==> src/rtl/hw1_pkg.sv <==
// ----------------------------------------------------------------------------
// hw1_pkg
//   Shared definitions for the HW1 De Morgan exerciser:
//   - state_t         : FSM state encoding (3 bits)
//   - IDX_*           : bit positions in the 5-bit gate-output vector
//                       {nA, nB, nAandnB, AorB, npAorB}, nA in the MSB
//   - demorgan_golden : expected gate outputs for a given {A,B}
// ----------------------------------------------------------------------------
package hw1_pkg;

    typedef enum logic [2:0] {
        ST_IDLE  = 3'd0,
        ST_DRIVE = 3'd1,
        ST_WAIT  = 3'd2,
        ST_CHECK = 3'd3,
        ST_DONE  = 3'd4
    } state_t;

    localparam int unsigned OUT_W      = 5;
    localparam int unsigned IDX_NA     = 4;
    localparam int unsigned IDX_NB     = 3;
    localparam int unsigned IDX_NANDNB = 2;
    localparam int unsigned IDX_AORB   = 1;
    localparam int unsigned IDX_NPAORB = 0;

    function automatic logic [OUT_W-1:0] demorgan_golden(input logic a, input logic b);
        logic [OUT_W-1:0] v;
        v             = '0;
        v[IDX_NA]     = ~a;
        v[IDX_NB]     = ~b;
        v[IDX_NANDNB] = ~a & ~b;
        v[IDX_AORB]   = a | b;
        v[IDX_NPAORB] = ~(a | b);
        return v;
    endfunction

endpackage

==> src/rtl/demorgan_exerciser_golden_model.sv <==
// ----------------------------------------------------------------------------
// demorgan_golden_model
//   Gate-level reference for the De Morgan block, built from primitives so
//   the expected values come from a structurally independent path.
//   Ports:
//     i_a, i_b  in   1      stimulus bits A, B
//     o_golden  out  5      {nA, nB, nAandnB, AorB, npAorB}
// ----------------------------------------------------------------------------
module demorgan_golden_model
    import hw1_pkg::*;
(
    input  logic             i_a,
    input  logic             i_b,
    output logic [OUT_W-1:0] o_golden
);

    logic w_na;
    logic w_nb;
    logic w_nandnb;
    logic w_aorb;
    logic w_npaorb;

    not u_na     (w_na, i_a);
    not u_nb     (w_nb, i_b);
    and u_nandnb (w_nandnb, w_na, w_nb);
    or  u_aorb   (w_aorb, i_a, i_b);
    not u_npaorb (w_npaorb, w_aorb);

    always_comb begin
        o_golden             = '0;
        o_golden[IDX_NA]     = w_na;
        o_golden[IDX_NB]     = w_nb;
        o_golden[IDX_NANDNB] = w_nandnb;
        o_golden[IDX_AORB]   = w_aorb;
        o_golden[IDX_NPAORB] = w_npaorb;
    end

endmodule

==> src/rtl/demorgan_exerciser.sv <==
// ----------------------------------------------------------------------------
// demorgan_exerciser
//   Sweeps {A,B} through 00,01,10,11 (PASSES times), lets the gate block
//   settle for SETTLE_CYCLES, compares its five outputs to a golden model and
//   counts mismatching vectors (saturating). start/done handshake.
//   Ports:
//     clk, rst          in   1      clock, synchronous active-high reset
//     start             in   1      run request (accepted in IDLE or DONE)
//     busy, done, pass  out  1      run status; pass = done && err_count==0
//     err_count         out  ERR_W  mismatching vectors this run
//     A_drv, B_drv      out  1      stimulus to the gate block
//     nA_in .. npAorB_in in  1      gate block outputs
//   Optional (macro DEMORGAN_FAIL_LOG_EN):
//     first_fail_valid  out  1      a mismatch has been seen this run
//     first_fail_vec    out  2      {A,B} of the first mismatching vector
//     first_fail_mask   out  5      observed XOR golden at that vector
// ----------------------------------------------------------------------------
module demorgan_exerciser
    import hw1_pkg::*;
#(
    parameter int unsigned SETTLE_CYCLES = 2,
    parameter int unsigned PASSES        = 1,
    parameter int unsigned ERR_W         = 8
)
(
    input  logic             clk,
    input  logic             rst,
    input  logic             start,
    output logic             busy,
    output logic             done,
    output logic             pass,
    output logic [ERR_W-1:0] err_count,
    output logic             A_drv,
    output logic             B_drv,
    input  logic             nA_in,
    input  logic             nB_in,
    input  logic             nAandnB_in,
    input  logic             AorB_in,
    input  logic             npAorB_in
`ifdef DEMORGAN_FAIL_LOG_EN
    ,
    output logic             first_fail_valid,
    output logic [1:0]       first_fail_vec,
    output logic [OUT_W-1:0] first_fail_mask
`endif
);

    // WAIT counts down from SETTLE_CYCLES-1 to 0, giving exactly SETTLE_CYCLES cycles.
    localparam int unsigned SETTLE_LOAD = (SETTLE_CYCLES > 0) ? SETTLE_CYCLES - 1 : 0;
    localparam int unsigned SW          = (SETTLE_LOAD > 0) ? $clog2(SETTLE_LOAD + 1) : 1;
    localparam int unsigned PW          = (PASSES > 1) ? $clog2(PASSES) : 1;

    state_t           r_state;
    logic [1:0]       r_vec;
    logic [PW-1:0]    r_pass;
    logic [SW-1:0]    r_settle;
    logic [ERR_W-1:0] r_err;
    logic             r_busy;
    logic             r_done;
    logic             r_a;
    logic             r_b;

    logic [OUT_W-1:0] w_golden;
    logic [OUT_W-1:0] w_obs;
    logic [OUT_W-1:0] w_mask;
    logic             w_mismatch;
    logic             w_last_pass;

    demorgan_golden_model u_golden (
        .i_a      (r_vec[1]),
        .i_b      (r_vec[0]),
        .o_golden (w_golden)
    );

    assign w_obs       = {nA_in, nB_in, nAandnB_in, AorB_in, npAorB_in};
    assign w_mask      = w_obs ^ w_golden;
    assign w_mismatch  = |w_mask;
    assign w_last_pass = (32'(r_pass) >= PASSES - 32'd1);

`ifdef DEMORGAN_FAIL_LOG_EN
    logic             r_ff_valid;
    logic [1:0]       r_ff_vec;
    logic [OUT_W-1:0] r_ff_mask;

    always_ff @(posedge clk) begin
        if (rst) begin
            r_ff_valid <= 1'b0;
            r_ff_vec   <= '0;
            r_ff_mask  <= '0;
        end else if ((r_state == ST_IDLE || r_state == ST_DONE) && start) begin
            r_ff_valid <= 1'b0;
            r_ff_vec   <= '0;
            r_ff_mask  <= '0;
        end else if (r_state == ST_CHECK && w_mismatch && !r_ff_valid) begin
            r_ff_valid <= 1'b1;
            r_ff_vec   <= r_vec;
            r_ff_mask  <= w_mask;
        end
    end

    assign first_fail_valid = r_ff_valid;
    assign first_fail_vec   = r_ff_vec;
    assign first_fail_mask  = r_ff_mask;
`endif

    always_ff @(posedge clk) begin
        if (rst) begin
            r_state  <= ST_IDLE;
            r_vec    <= '0;
            r_pass   <= '0;
            r_settle <= '0;
            r_err    <= '0;
            r_busy   <= 1'b0;
            r_done   <= 1'b0;
            r_a      <= 1'b0;
            r_b      <= 1'b0;
        end else begin
            case (r_state)
                ST_IDLE, ST_DONE: begin
                    if (start) begin
                        r_state <= ST_DRIVE;
                        r_vec   <= '0;
                        r_pass  <= '0;
                        r_err   <= '0;
                        r_busy  <= 1'b1;
                        r_done  <= 1'b0;
                    end
                end
                ST_DRIVE: begin
                    {r_a, r_b} <= r_vec;
                    r_settle   <= SW'(SETTLE_LOAD);
                    r_state    <= (SETTLE_CYCLES > 0) ? ST_WAIT : ST_CHECK;
                end
                ST_WAIT: begin
                    if (r_settle == '0) begin
                        r_state <= ST_CHECK;
                    end else begin
                        r_settle <= r_settle - 1'b1;
                    end
                end
                ST_CHECK: begin
                    if (w_mismatch && (r_err != '1)) begin
                        r_err <= r_err + 1'b1;
                    end
                    if (r_vec != 2'd3) begin
                        r_vec   <= r_vec + 2'd1;
                        r_state <= ST_DRIVE;
                    end else if (!w_last_pass) begin
                        r_vec   <= '0;
                        r_pass  <= r_pass + 1'b1;
                        r_state <= ST_DRIVE;
                    end else begin
                        r_state <= ST_DONE;
                        r_busy  <= 1'b0;
                        r_done  <= 1'b1;
                    end
                end
                default: r_state <= ST_IDLE;
            endcase
        end
    end

    assign busy      = r_busy;
    assign done      = r_done;
    assign pass      = r_done && (r_err == '0);
    assign err_count = r_err;
    assign A_drv     = r_a;
    assign B_drv     = r_b;

endmodule

==> config.mk <==
export PLATFORM = sky130hd
export DESIGN_NAME = demorgan_exerciser
export DESIGN_NICKNAME = d
export VERILOG_FILES = /design/src/rtl/hw1_pkg.sv /design/src/rtl/demorgan_exerciser_golden_model.sv /design/src/rtl/demorgan_exerciser.sv
export SDC_FILE = /design/constraint.sdc
export NUM_CORES = 1
export LEC_CHECK = 0
export CAP_MARGIN = 20
export CORE_ASPECT_RATIO = 0.7
export CORE_MARGIN = 3
export CORE_UTILIZATION = 37
export DETAILED_ROUTE_END_ITERATION = 7
export PLACE_DENSITY = 0.56
export SLEW_MARGIN = 5
export SYNTH_ARGS = -nofsm -noshare
export SYNTH_HDL_FRONTEND = slang
export SYNTH_SLANG_ARGS = --single-unit
==> constraint.sdc <==
create_clock -name clk -period 4.3 [get_ports clk]
set_input_delay 1.075 -clock clk [delete_from_list [all_inputs] [get_ports clk]]
set_output_delay 1.075 -clock clk [all_outputs]
set_load 0.03 [all_outputs]
## After elaboration in Yosys (flattened, before gate mapping)

Cells that the tools add are included.

| word-level totals | value |
|---|---|
| flip-flop bits (word level) | 18 |
| input bits | 8 |
| output and inout bits | 13 |

| operators by class | value |
|---|---|
| add/subtract/negate cells | 3 |
| eq/ne operators | 11 |
| multiplexer cells | 18 |
| bitwise operators | 6 |
| reduce and logical (&&, ||, !) cells | 12 |

Operators by type and width:

| kind | count |
|---|---|
| $mux 8 | 2 |
| $pmux 8 s2 | 1 |
| $ne 2x2->1 const B | 6 |
| $pmux 3 s4 | 1 |
| $mux 3 | 3 |
| $reduce_and 3->1 | 3 |
| $add 8x1->8 const B | 1 |
| $logic_not 8->1 | 1 |
| $ne 8x8->1 const B | 1 |
| $eq 3x2->1 const B | 2 |
| $pmux 1 s2 | 3 |
| $mux 1 | 5 |
| $reduce_or 5->1 | 1 |
| $xor 5x5->5 | 1 |
| $mux 2 | 2 |
| $pmux 2 s2 | 1 |
| $reduce_bool 2->1 | 2 |
| $eq 3x1->1 const B | 1 |
| $eq 3x3->1 const B | 1 |
| $logic_not 3->1 | 1 |
| $not 1->1 | 3 |
| $add 2x1->2 const B | 1 |
| $logic_and 1x1->1 | 2 |
| $reduce_and 2->1 | 1 |
| other kinds (4) | 4 |

## Longest topological paths before layout

Gate-level depths: netlist of run 1.

| depth | value |
|---|---|
| depth in word-level cells | 7 |
| depth in mapped cells | 6 |

## By module

Synthesis of run 1 repeated with hierarchy kept, for this count alone.

| unflattened totals | value |
|---|---|
| cell total of the unflattened synthesis | 122 |
| area total of the unflattened synthesis | 1013.5 µm² |

Modules (own cells, without submodules):

| module | instances | cells an instance | area each (µm²) | sequential area each (µm²) |
|---|---|---|---|---|
| demorgan_exerciser | 1 | 113 | 958.4 | 360.3 |
| demorgan_golden_model | 1 | 9 | 55.1 | 0.0 |

## Least setup slack after synthesis of run 1

OpenSTA, ideal clock, no wires.

| timing | value |
|---|---|
| path kind | register to output |
| start point | reg r_err[0], in the netlist err_count[0] |
| end point | out pass |
| arrival | 1.144 ns |
| required time | 3.225 ns |
| setup slack | 2.081 ns |
| cell stages (with the launch flop) | 4 |
| cells stage by stage | dfxtp_1 inv_1 ha_1 and4_1 |

| between the ends | value |
|---|---|
| word-level cells in the longest chain between the ends | 2 |

RTL lines:

| element | RTL line | source |
|---|---|---|
| start, declared | demorgan_exerciser.sv:57 | `logic [ERR_W-1:0] r_err;` |
| start signal, assigned | demorgan_exerciser.sv:143 | `r_err <= r_err + 1'b1;` |
| $logic_not 8->1 | demorgan_exerciser.sv:165 | `assign pass = r_done && (r_err == '0);` |
| $logic_and 1x1->1 | demorgan_exerciser.sv:165 |  |
| end, declared | demorgan_exerciser.sv:31 | `output logic pass,` |

Every way passes these cells.

## Final worst setup path of run 1

| timing | value |
|---|---|
| start point | reg r_err[2], in the netlist err_count[2] |
| end point | out pass |

The elaborated chain is that of the path after synthesis.

==> metrics.cfg, run 1 <==
[cts]
cts_hold_buffers = 0
cts.clk_slew.worst_paths_ps = 70
root_buffer = clkbuf_8
cts_setup_buffers = 0
cts.sinks = 18
cts_buffers = 3
htree_levels = 1
cts_tree = done
cts_resized = 0
cts_buffer_depth = 2
clk_latency_ps = 250

[floorplanning]
rows = 15
initial_core_util = 0.412
die_h_um = 51.1
core_area_sq_um = 2610
ios = 21
die_area_sq_um = 3600
die_w_um = 70.4

[sta]
maxSlewViolCount = 0
setup_viol = 0
post-route-period-util = 0.678
skew_ps = 3.09
grt_setup_unrepaired = no
setup_tns_ps = 0
fin_crit_ps = 2910
fmax_mhz = 343
max-slew-margin-rel = 0.581
hold_viol = 0
worstMarginPinSlew_ps = 625

[route]
drtPass1Iterations = 5
drc = 0
drt-initial-drc-count = 61
antenna_left = 0
wl_per_cell_um = 14.7
vias_per_cell = 5.76
postRouteWirelength_um = 2660
routed-via-count = 1043

[worst_setup_path]
reg2reg_to = err_count[0]
critical_path_class = reg -> out
end_kind = output port
r2r_slack_ps = 2290
crit_required_ps = 3220
cp_max_fo = 8
reg2reg_from = r_vec[0]
startpoint_type = flop
r2r_cells = 6
arrival_ps = 1840

[cells_and_area]
area_growth_pct = 24.1
drive_above_1_share = 0.0748
fin_util = 0.511
n_antenna_cell = 0
nFillCells = 248
num-nets-final = 161

[global_routing]
antenna_found_initial = 0
globalRouteMet3Util = 0.0452
gr-usage-met2 = 0.208
busiest_layer = met1
grt_util_all_layers = 0.159
met1_usage = 0.243
overflow = 0
grt_pass1_wl_um = 4500
grt_pass1_vias = 927
grt_max_degree = 17

[logic_synthesis]
syn_area_per_cell_sq_um = 8.33
synthArstFlopShare = 0
synth_warnings = 0
syn_inst = 129
syn-num-nets = 141
yosys.cell_types.count = 47
synth_ff_type = dfxtp_1
synth-seq-cells = 18
synth-edff-count = 0
ys_seq_area_frac = 0.335
netlist_area_sq_um = 1070

[placed_design]
placement.io_buffers = 20
dpl.hpwl_um = 2020
gp_congestion = 0.838

[power]
leakagePower_nw = 0.440
p_per_area_nw_per_um2 = 303
ir_drop_uv = 176

[worst_hold_path]
worstHoldPathType = reg -> reg
hold_end = A_drv
holdPathStages = 2
hp-start = A_drv

[flow_run]
cap_violations = 0

[run_status]
run_status = complete, no violations

## synth_stat cells, types with 2 or more instances
cell type / instances / area share
o211ai_1: 3 / 0.021
buf_2: 2 / 0.0093
nand4_1: 6 / 0.035
o21ai_0: 5 / 0.023
xor2_1: 2 / 0.016
nand3_1: 3 / 0.014
ha_1: 4 / 0.047
nor3b_1: 2 / 0.014
nand2_1: 8 / 0.028
inv_1: 10 / 0.035
dfxtp_1: 18 / 0.34
nor3_1: 5 / 0.023
nor2_1: 12 / 0.042
a31oi_1: 4 / 0.023
a21oi_1: 11 / 0.051
a31o_1: 2 / 0.016
nand3b_1: 2 / 0.014
## sequential cells by signal, summed over array words and instances (netlist names)
name / flops
B_drv: 1
busy: 1
done: 1
err_count: 8
r_state: 3
r_vec: 2
A_drv: 1
r_settle: 1
## layer usage
| layer | share of wire | routed length, um |
|---|---|---|
| met4 | 0.012 | 32 |
| met2 | 0.38 | 1020 |
| met3 | 0.095 | 254 |
| met5 | 0 | 0 |
| met1 | 0.51 | 1350 |
## worst max-delay path, stage by stage (launching register included)
cell and delay [ps]:
dfxtp_1 380, nor4b_1 310, and4_1 220, clkdlybuf4s50_1 670
## worst max path at each step
stage | from | slack [ps] | cells after the start | to
floorplan | err_count[0] | 2080 | 3 | pass
global route | err_count[2] | 1300 | 3 | pass
global placement | AorB_in | 1530 | 5 | err_count[0]
detailed placement | rst | 1540 | 5 | err_count[5]
CTS | err_count[2] | 1360 | 3 | pass
finish | err_count[2] | 1390 | 3 | pass
## area by class of cell
type / count / area, sq um / area share
repair buffers: 20 / 200 / 0.150
well taps: 34 / 42.5 / 0.0319
flip-flops and latches: 18 / 360 / 0.270
inverters: 10 / 37.5 / 0.0281
multi-input cells: 96 / 652 / 0.489
clock buffers: 3 / 41.3 / 0.0310
## stage by stage
stage / hold slack (ps) / instances / power [mW] / instance area (sq um) / setup slack (ps)
6_report: 488 / 181 / 0.404 / 1330 / 1390
5_1_grt: 496 / 181 / 0.427 / 1330 / 1300
4_1_cts: 486 / 181 / 0.408 / 1330 / 1360
3_5_place_dp: 475 / 178 / 0.292 / 1290 / 1540
3_3_place_gp: 464 / 178 / 0.290 / 1290 / 1530
2_1_floorplan: 485 / 129 / 0.260 / 1070 / 2080
## cell usage in the layout (no fill, tap or decap), types with 2 or more instances in the layout
| cell type | synthesis | routed |
|---|---|---|
| a21oi_1 | 11 | 11 |
| o21ai_0 | 5 | 5 |
| nand3b_1 | 2 | 2 |
| nor3b_1 | 2 | 2 |
| a31oi_1 | 4 | 4 |
| o211ai_1 | 3 | 3 |
| nand3_1 | 3 | 3 |
| xor2_1 | 2 | 2 |
| nor3_1 | 5 | 5 |
| nand4_1 | 6 | 6 |
| inv_1 | 10 | 10 |
| a31o_1 | 2 | 2 |
| clkdlybuf4s50_1 | 0 | 20 |
| dfxtp_1 | 18 | 18 |
| nand2_1 | 8 | 8 |
| ha_1 | 4 | 4 |
| nor2_1 | 12 | 12 |
| clkbuf_8 | 0 | 3 |
## report_power, final
group / switching [mW] / internal [mW]
Sequential: 0.0207 / 0.178
Combinational: 0.0507 / 0.0384
Clock: 0.0536 / 0.0622
Total: 0.125 / 0.279
## cells by family (layout without fill, tap and decap cells)
| group | Yosys count | count (layout) | share of synthesized area |
|---|---|---|---|
| AND/OR/NAND/NOR | 52 | 52 | 0.286 |
| XOR/XNOR | 3 | 3 | 0.0245 |
| buffers and inverters | 15 | 33 | 0.0582 |
| adder cells (fa/ha/maj) | 4 | 4 | 0.0466 |
| flip-flops | 18 | 18 | 0.335 |
| AO/OA/AOI/OAI | 36 | 36 | 0.240 |
| multiplexers | 1 | 1 | 0.00931 |
Note: power is estimated with default switching activity, not from simulation.
==> run 2: changes to the inputs <==
- clock period: 4.3 -> 2.9 ns (I/O delays scaled with it)
==> run 2 against run 1 <==
- sequential cell count stayed put
- critical endpoint unchanged
- die area stayed put
- worst setup slack worse by 1000 ps
- sequential share of layout area fell by 0.30 points
- utilization is 0.58 points higher
- design area up 1.1%
- combinational power is 47% higher
- via count fell by 0.38%
- clock skew grew 6.0 ps
- register-to-register slack worse by 1300 ps
==> metrics.cfg, run 2 (synthesized netlist as in run 1, its figures left out) <==
[power]
clockPowerShare = 0.284  ; was 0.287
switching_share = 0.305  ; was 0.309
seqPwrFrac = 0.495  ; was 0.493
p_int_uw = 414  ; was 279 uW
p_comb_frac = 0.221  ; about the same
leakagePower_nw = 0.450  ; was 0.440 nW
ir_drop_uv = 289  ; was 176 uV
p_switching_uw = 182  ; was 125 uW
p_per_area_nw_per_um2 = 442  ; was 303 nW/um^2
total_power_uw = 596  ; was 404 uW

[cts]
cts_hold_buffers = 0  ; unchanged
clk_latency_ps = 250  ; about the same
cts.clk_slew.worst_paths_ps = 70  ; about the same
cts_buffer_depth = 2  ; unchanged
cts.sinks = 18  ; unchanged
cts_setup_buffers = 0  ; unchanged
cts_buffers = 3  ; unchanged
htree_levels = 1  ; unchanged
cts_tree = done  ; unchanged
root_buffer = clkbuf_8  ; unchanged
cts_resized = 0  ; unchanged

[route]
vias_per_cell = 5.68  ; was 5.76
wl_per_cell_um = 14.6  ; was 14.7 um
drt-initial-drc-count = 88  ; was 61
routed-via-count = 1039  ; was 1,043
drc = 0  ; unchanged
antenna_left = 0  ; unchanged
drtPass1Iterations = 4  ; was 5
postRouteWirelength_um = 2660  ; about the same

[sta]
fmax_mhz = 394
worstMarginPinSlew_ps = 622  ; was 625 ps
maxSlewViolCount = 0  ; unchanged
grt_setup_unrepaired = no  ; unchanged
post-route-period-util = 0.875
hold_viol = 0  ; unchanged
fin_ws_ps = 363  ; was 1390 ps
skew_ps = 9.10  ; was 3.09 ps
max-slew-margin-rel = 0.583  ; was 0.581
setup_viol = 0  ; unchanged
setup_tns_ps = 0  ; unchanged
fin_crit_ps = 2540

[worst_setup_path]
cp-endpoint = pass  ; unchanged
critPathBufInv = 1  ; unchanged
cp_slowest_cell = clkdlybuf4s50_1  ; unchanged
r2r_cells = 6  ; unchanged
crit_family = buffers and inverters  ; unchanged
startpoint_type = flop  ; unchanged
path_depth = 3  ; unchanged
cp_max_fo = 8  ; unchanged
critical_path_class = reg -> out  ; unchanged
crit_required_ps = 2170  ; was 3220 ps
end_kind = output port  ; unchanged
reg2reg_from = r_vec[0]  ; unchanged
r2r_slack_ps = 950  ; was 2290 ps
reg2reg_to = err_count[3]  ; was err_count[0]
path_cells = nor4b_1, and4_1, clkdlybuf4s50_1  ; unchanged
critPathLaunch = err_count[2]  ; unchanged
arrival_ps = 1810  ; was 1840 ps
cpPeakStageDelay_ps = 670  ; about the same

[cells_and_area]
n_antenna_cell = 0  ; unchanged
fin_area_sq_um = 1350  ; was 1330 sq um
area_growth_pct = 25.5  ; was 24.1%
fin_util = 0.517  ; was 0.511
nFillCells = 244  ; was 248
largest_reg_flops = 8  ; unchanged
num-nets-final = 163  ; was 161
drive_above_1_share = 0.0872  ; was 0.0748
final_cell_mix = clkdlybuf4s50_1, dfxtp_1, nor2_1, a21oi_1, inv_1  ; unchanged
layout_commonest_cell = clkdlybuf4s50_1  ; unchanged

[floorplanning]
die_h_um = 51.1  ; unchanged
core_area_sq_um = 2610  ; unchanged
ios = 21  ; unchanged
rows = 15  ; unchanged
die_w_um = 70.4  ; unchanged
initial_core_util = 0.412  ; unchanged
die_area_sq_um = 3600  ; unchanged

[flow_run]
cap_violations = 0  ; unchanged

[global_routing]
overflow = 0  ; unchanged
grt_util_all_layers = 0.160  ; was 0.159
grt_max_degree = 14  ; was 17
antenna_found_initial = 0  ; unchanged
grt_pass1_vias = 920  ; was 927
grt_pass1_wl_um = 4540  ; was 4500 um

[worst_hold_path]
worstHoldPathType = reg -> reg  ; unchanged

[run_status]
run_status = complete, no violations  ; unchanged

[placed_design]
pre_cts_ws_ps = 533  ; was 1540 ps
placement.io_buffers = 20  ; unchanged
gp_congestion = 0.865  ; was 0.838
placed_area_sq_um = 1310  ; was 1290 sq um
dpl.hpwl_um = 2030  ; was 2020 um

-- run 2: changes by cell type in the layout (fill, tap and decap cells not counted) --
cell / change
buf_4: +2
-- run 2: how the worst min path moves through the flow --
stage / from / endpoint / slack (ps) / cells past startpoint
floorplan: r_vec[1] / A_drv / 480 / 2
global placement: A_drv / A_drv / 460 / 2
detailed placement: A_drv / A_drv / 470 / 2
CTS: B_drv / B_drv / 480 / 2
global route: B_drv / B_drv / 510 / 2
finish: B_drv / B_drv / 480 / 2
-- run 2: through the flow --
step                hold slack, ps  cells
global placement               461    180
floorplan                      485    129
detailed placement             469    180
global route                   513    183
CTS                            478    183
finish                         475    183
-- run 2: worst register-to-register path, cell delays in order (launching register included) --
cell and delay [ps]:
dfxtp_1 440, inv_1 70, ha_1 230, and4b_4 210, o211ai_1 530, a311o_1 270
o211ai_1 90
-- run 2: power groups by stage --
stage	Sequential, mW	Clock (mW)	Combinational (mW)
2_1_floorplan	0.301	0	0.0834
3_3_place_gp	0.300	0	0.130
3_5_place_dp	0.299	0	0.132
4_1_cts	0.294	0.176	0.133
5_1_grt	0.299	0.192	0.147
6_report	0.295	0.169	0.131
-- run 2: per-layer routing --
metal  vias to the layer above  part of all wire  track usage
li1                        523                 -            -
met1                       472              0.51        0.245
met2                        42              0.39        0.202
met3                         2             0.092       0.0668
met4                         0            0.0053       0.0287
met5                         -                 0            0
-- run 2: final cells by class --
type / instances / area (sq um) / area share
Multi-Input combinational cell: 96 / 652 / 0.483
Sequential cell: 18 / 360 / 0.267
Tap cell: 34 / 42.5 / 0.0315
Inverter: 10 / 37.5 / 0.0278
Clock buffer: 3 / 41.3 / 0.0306
Timing Repair Buffer: 22 / 215 / 0.160
==> run 3: changes to the inputs <==
- ABC_AREA: unset -> 1
- CORE_MARGIN: 3 -> unset
- CTS_CLUSTER_DIAMETER: unset -> 120
- PLACE_DENSITY: 0.56 -> 0.57
==> run 3 against run 2 <==
- synthesized area is 5.8% lower
- wire length is 9.2% lower
- global-route usage is 1.7 points higher
==> metrics.cfg, run 3 <==
[run_status]
run_status = complete, no violations  ; unchanged

[cells_and_area]
final_cell_mix = nand2_1, inv_1, clkdlybuf4s50_1, dfxtp_1, a21oi_1  ; was clkdlybuf4s50_1, dfxtp_1, nor2_1, a21oi_1, inv_1
area_growth_pct = 27.2  ; was 25.5%
num-nets-final = 188  ; was 163
nFillCells = 271  ; was 244
largest_reg_flops = 8  ; unchanged
n_antenna_cell = 0  ; unchanged
instances_no_fill = 209  ; was 183
drive_above_1_share = 0.0400  ; was 0.0872
layout_commonest_cell = nand2_1  ; was clkdlybuf4s50_1
fin_area_sq_um = 1290  ; was 1350 sq um

[sta]
grt_setup_unrepaired = no  ; unchanged
max-slew-margin-rel = 0.653  ; was 0.583
worstMarginPinSlew_ps = 517  ; was 622 ps
fmax_mhz = 385  ; was 394 MHz
setup_viol = 0  ; unchanged
fin_crit_ps = 2600  ; was 2540 ps
whs_ps = 453  ; was 475 ps
skew_ps = 0.664  ; was 9.10 ps
post-route-period-util = 0.897  ; was 0.875
maxSlewViolCount = 0  ; unchanged
hold_viol = 0  ; unchanged
setup_tns_ps = 0  ; unchanged

[logic_synthesis]
ys_seq_area_frac = 0.356  ; was 0.335
syn_area_per_cell_sq_um = 6.57  ; was 8.33 sq um
synth_warnings = 0  ; unchanged
synth_top_area_share = 0.356  ; was 0.335
synthTopCellsByCount = nand2_1, inv_1, dfxtp_1  ; was dfxtp_1, nor2_1, a21oi_1
synth-xor-area-share = 0.0173  ; was 0.0244
synthArstFlopShare = 0  ; unchanged
synth-edff-count = 0  ; unchanged
syn-num-nets = 166  ; was 141
synth_top_cell_by_area = dfxtp_1  ; unchanged
yosys.cell_types.count = 20  ; was 47
synth_simple_gate_area_share = 0.354  ; was 0.286
synth_ff_type = dfxtp_1  ; unchanged
synth_fa_ha_area_frac = 0.0494  ; was 0.0466
netlist_area_sq_um = 1010  ; was 1070 sq um
muxShareOfSynthArea = 0  ; was 0.00931
synth-seq-cells = 18  ; unchanged
synth_compound_area_frac = 0.112  ; was 0.240
ys_top_cells_by_area = dfxtp_1, nand2_1, inv_1  ; was dfxtp_1, a21oi_1, ha_1
synth_top_family_by_area = simple AND/OR/NAND/NOR gates  ; unchanged
yosysMostFrequentCell = nand2_1  ; was dfxtp_1
syn_inst = 154  ; was 129

[flow_run]
cap_violations = 0  ; unchanged

[power]
p_per_area_nw_per_um2 = 608  ; was 442 nW/um^2
p_comb_frac = 0.337  ; was 0.221
clockPowerShare = 0.265  ; was 0.284
p_switching_uw = 282  ; was 182 uW
switching_share = 0.361  ; was 0.305
total_power_uw = 783  ; was 596 uW
ir_drop_uv = 350  ; was 289 uV
seqPwrFrac = 0.397  ; was 0.495
leakagePower_nw = 0.549  ; was 0.450 nW
p_int_uw = 501  ; was 414 uW

[placed_design]
placed_area_sq_um = 1230  ; was 1310 sq um
dpl.hpwl_um = 1740  ; was 2030 um
placed_cells = 205  ; was 180
placement.io_buffers = 20  ; unchanged
gp_congestion = 0.787  ; was 0.865

[global_routing]
grt_pass1_vias = 838  ; was 920
grt_util_all_layers = 0.177  ; was 0.160
antenna_found_initial = 0  ; unchanged
grt_max_degree = 16  ; was 14
overflow = 0  ; unchanged
busiest_layer = met2  ; was met1
globalRouteMet3Util = 0.0525  ; was 0.0668
gr-usage-met2 = 0.265  ; was 0.202
met1_usage = 0.247  ; was 0.245
grt_pass1_wl_um = 3800  ; was 4540 um

[route]
vias_per_cell = 4.92  ; was 5.68
routed-via-count = 1029  ; was 1,039
wl_per_cell_um = 11.6  ; was 14.6 um
drc = 0  ; unchanged
drtPass1Iterations = 4  ; unchanged
drt-initial-drc-count = 31  ; was 88
postRouteWirelength_um = 2420  ; was 2660 um
antenna_left = 0  ; unchanged

[floorplanning]
core_area_sq_um = 2530  ; was 2610 sq um
ios = 21  ; unchanged
die_area_sq_um = 2950  ; was 3600 sq um
rows = 15  ; unchanged
die_w_um = 64.5  ; was 70.4 um
die_h_um = 45.8  ; was 51.1 um
initial_core_util = 0.400  ; was 0.412

[cts]
cts_resized = 0  ; unchanged
cts.clk_slew.worst_paths_ps = 70  ; about the same
cts_buffers = 3  ; unchanged
cts_hold_buffers = 0  ; unchanged
cts.sinks = 18  ; unchanged
cts_buffer_depth = 2  ; unchanged
cts_tree = done  ; unchanged
clk_latency_ps = 250  ; about the same
htree_levels = 1  ; unchanged
cts_setup_buffers = 0  ; unchanged
root_buffer = clkbuf_8  ; unchanged

[worst_setup_path]
end_kind = output port  ; unchanged
reg2reg_from = r_vec[0]  ; unchanged
critPathLaunch = err_count[0]  ; was err_count[2]
crit_required_ps = 2170  ; about the same
r2r_slack_ps = 1060  ; was 950 ps
critical_path_class = reg -> out  ; unchanged
startpoint_type = flop  ; unchanged
reg2reg_to = err_count[5]  ; was err_count[3]
cp-endpoint = pass  ; unchanged
r2r_cells = 11  ; was 6
arrival_ps = 1880  ; was 1810 ps
cp_max_fo = 5  ; was 8

[worst_hold_path]
hp-start = busy  ; was B_drv
worstHoldPathType = reg -> reg  ; unchanged

-- run 3: kinds of logic after synthesis --
logic type / count (synthesis)
simple gates: 81
buf+inv: 27
compound gates: 22
flops: 18
fa+ha+maj: 4
xor+xnor: 2
-- run 3: worst min path at each step --
stage | endpoint | slack (ps) | cells after the start
after CTS | busy | 460 | 2
after detailed placement | busy | 440 | 2
final | busy | 450 | 2
after global placement | busy | 440 | 2
after floorplan | r_settle | 450 | 2
after global routing | busy | 470 | 2
-- run 3: per-stage QoR --
| step | setup slack (ps) | utilization |
|---|---|---|
| floorplan | 513 | - |
| global placement | 609 | 0.486 |
| detailed placement | 576 | 0.486 |
| CTS | 291 | 0.508 |
| global route | 198 | 0.508 |
| finish | 299 | 0.508 |
-- run 3: area by class of cell --
class                           count  area, sq um  area share
Multi-Input combinational cell    109          539       0.419
Sequential cell                    18          360       0.280
Timing Repair Buffer               20          200       0.155
Inverter                           24         90.1      0.0700
Clock buffer                        4         55.1      0.0428
Tap cell                           34         42.5      0.0330
-- run 3: metal layers --
| layer | up-vias | routed length [um] |
|---|---|---|
| met1 | 471 | 1320 |
| li1 | 538 | - |
| met3 | 2 | 95 |
| met5 | - | 0 |
| met4 | 0 | 22 |
| met2 | 18 | 985 |
-- run 3: power by group through the flow --
stage	Combinational (mW)	Sequential [mW]	Clock, mW
after floorplan	0.152	0.350	0
after global placement	0.257	0.315	0
after detailed placement	0.262	0.316	0
after CTS	0.263	0.311	0.216
final	0.264	0.311	0.208
after global routing	0.298	0.317	0.230
-- run 3: worst max-delay path, stage by stage, from the launching register on --
cell,delay (ps)
dfxtp_1,350
inv_1,90
ha_1,150
nand4_1,90
nor4_1,210
clkdlybuf4s50_1,730
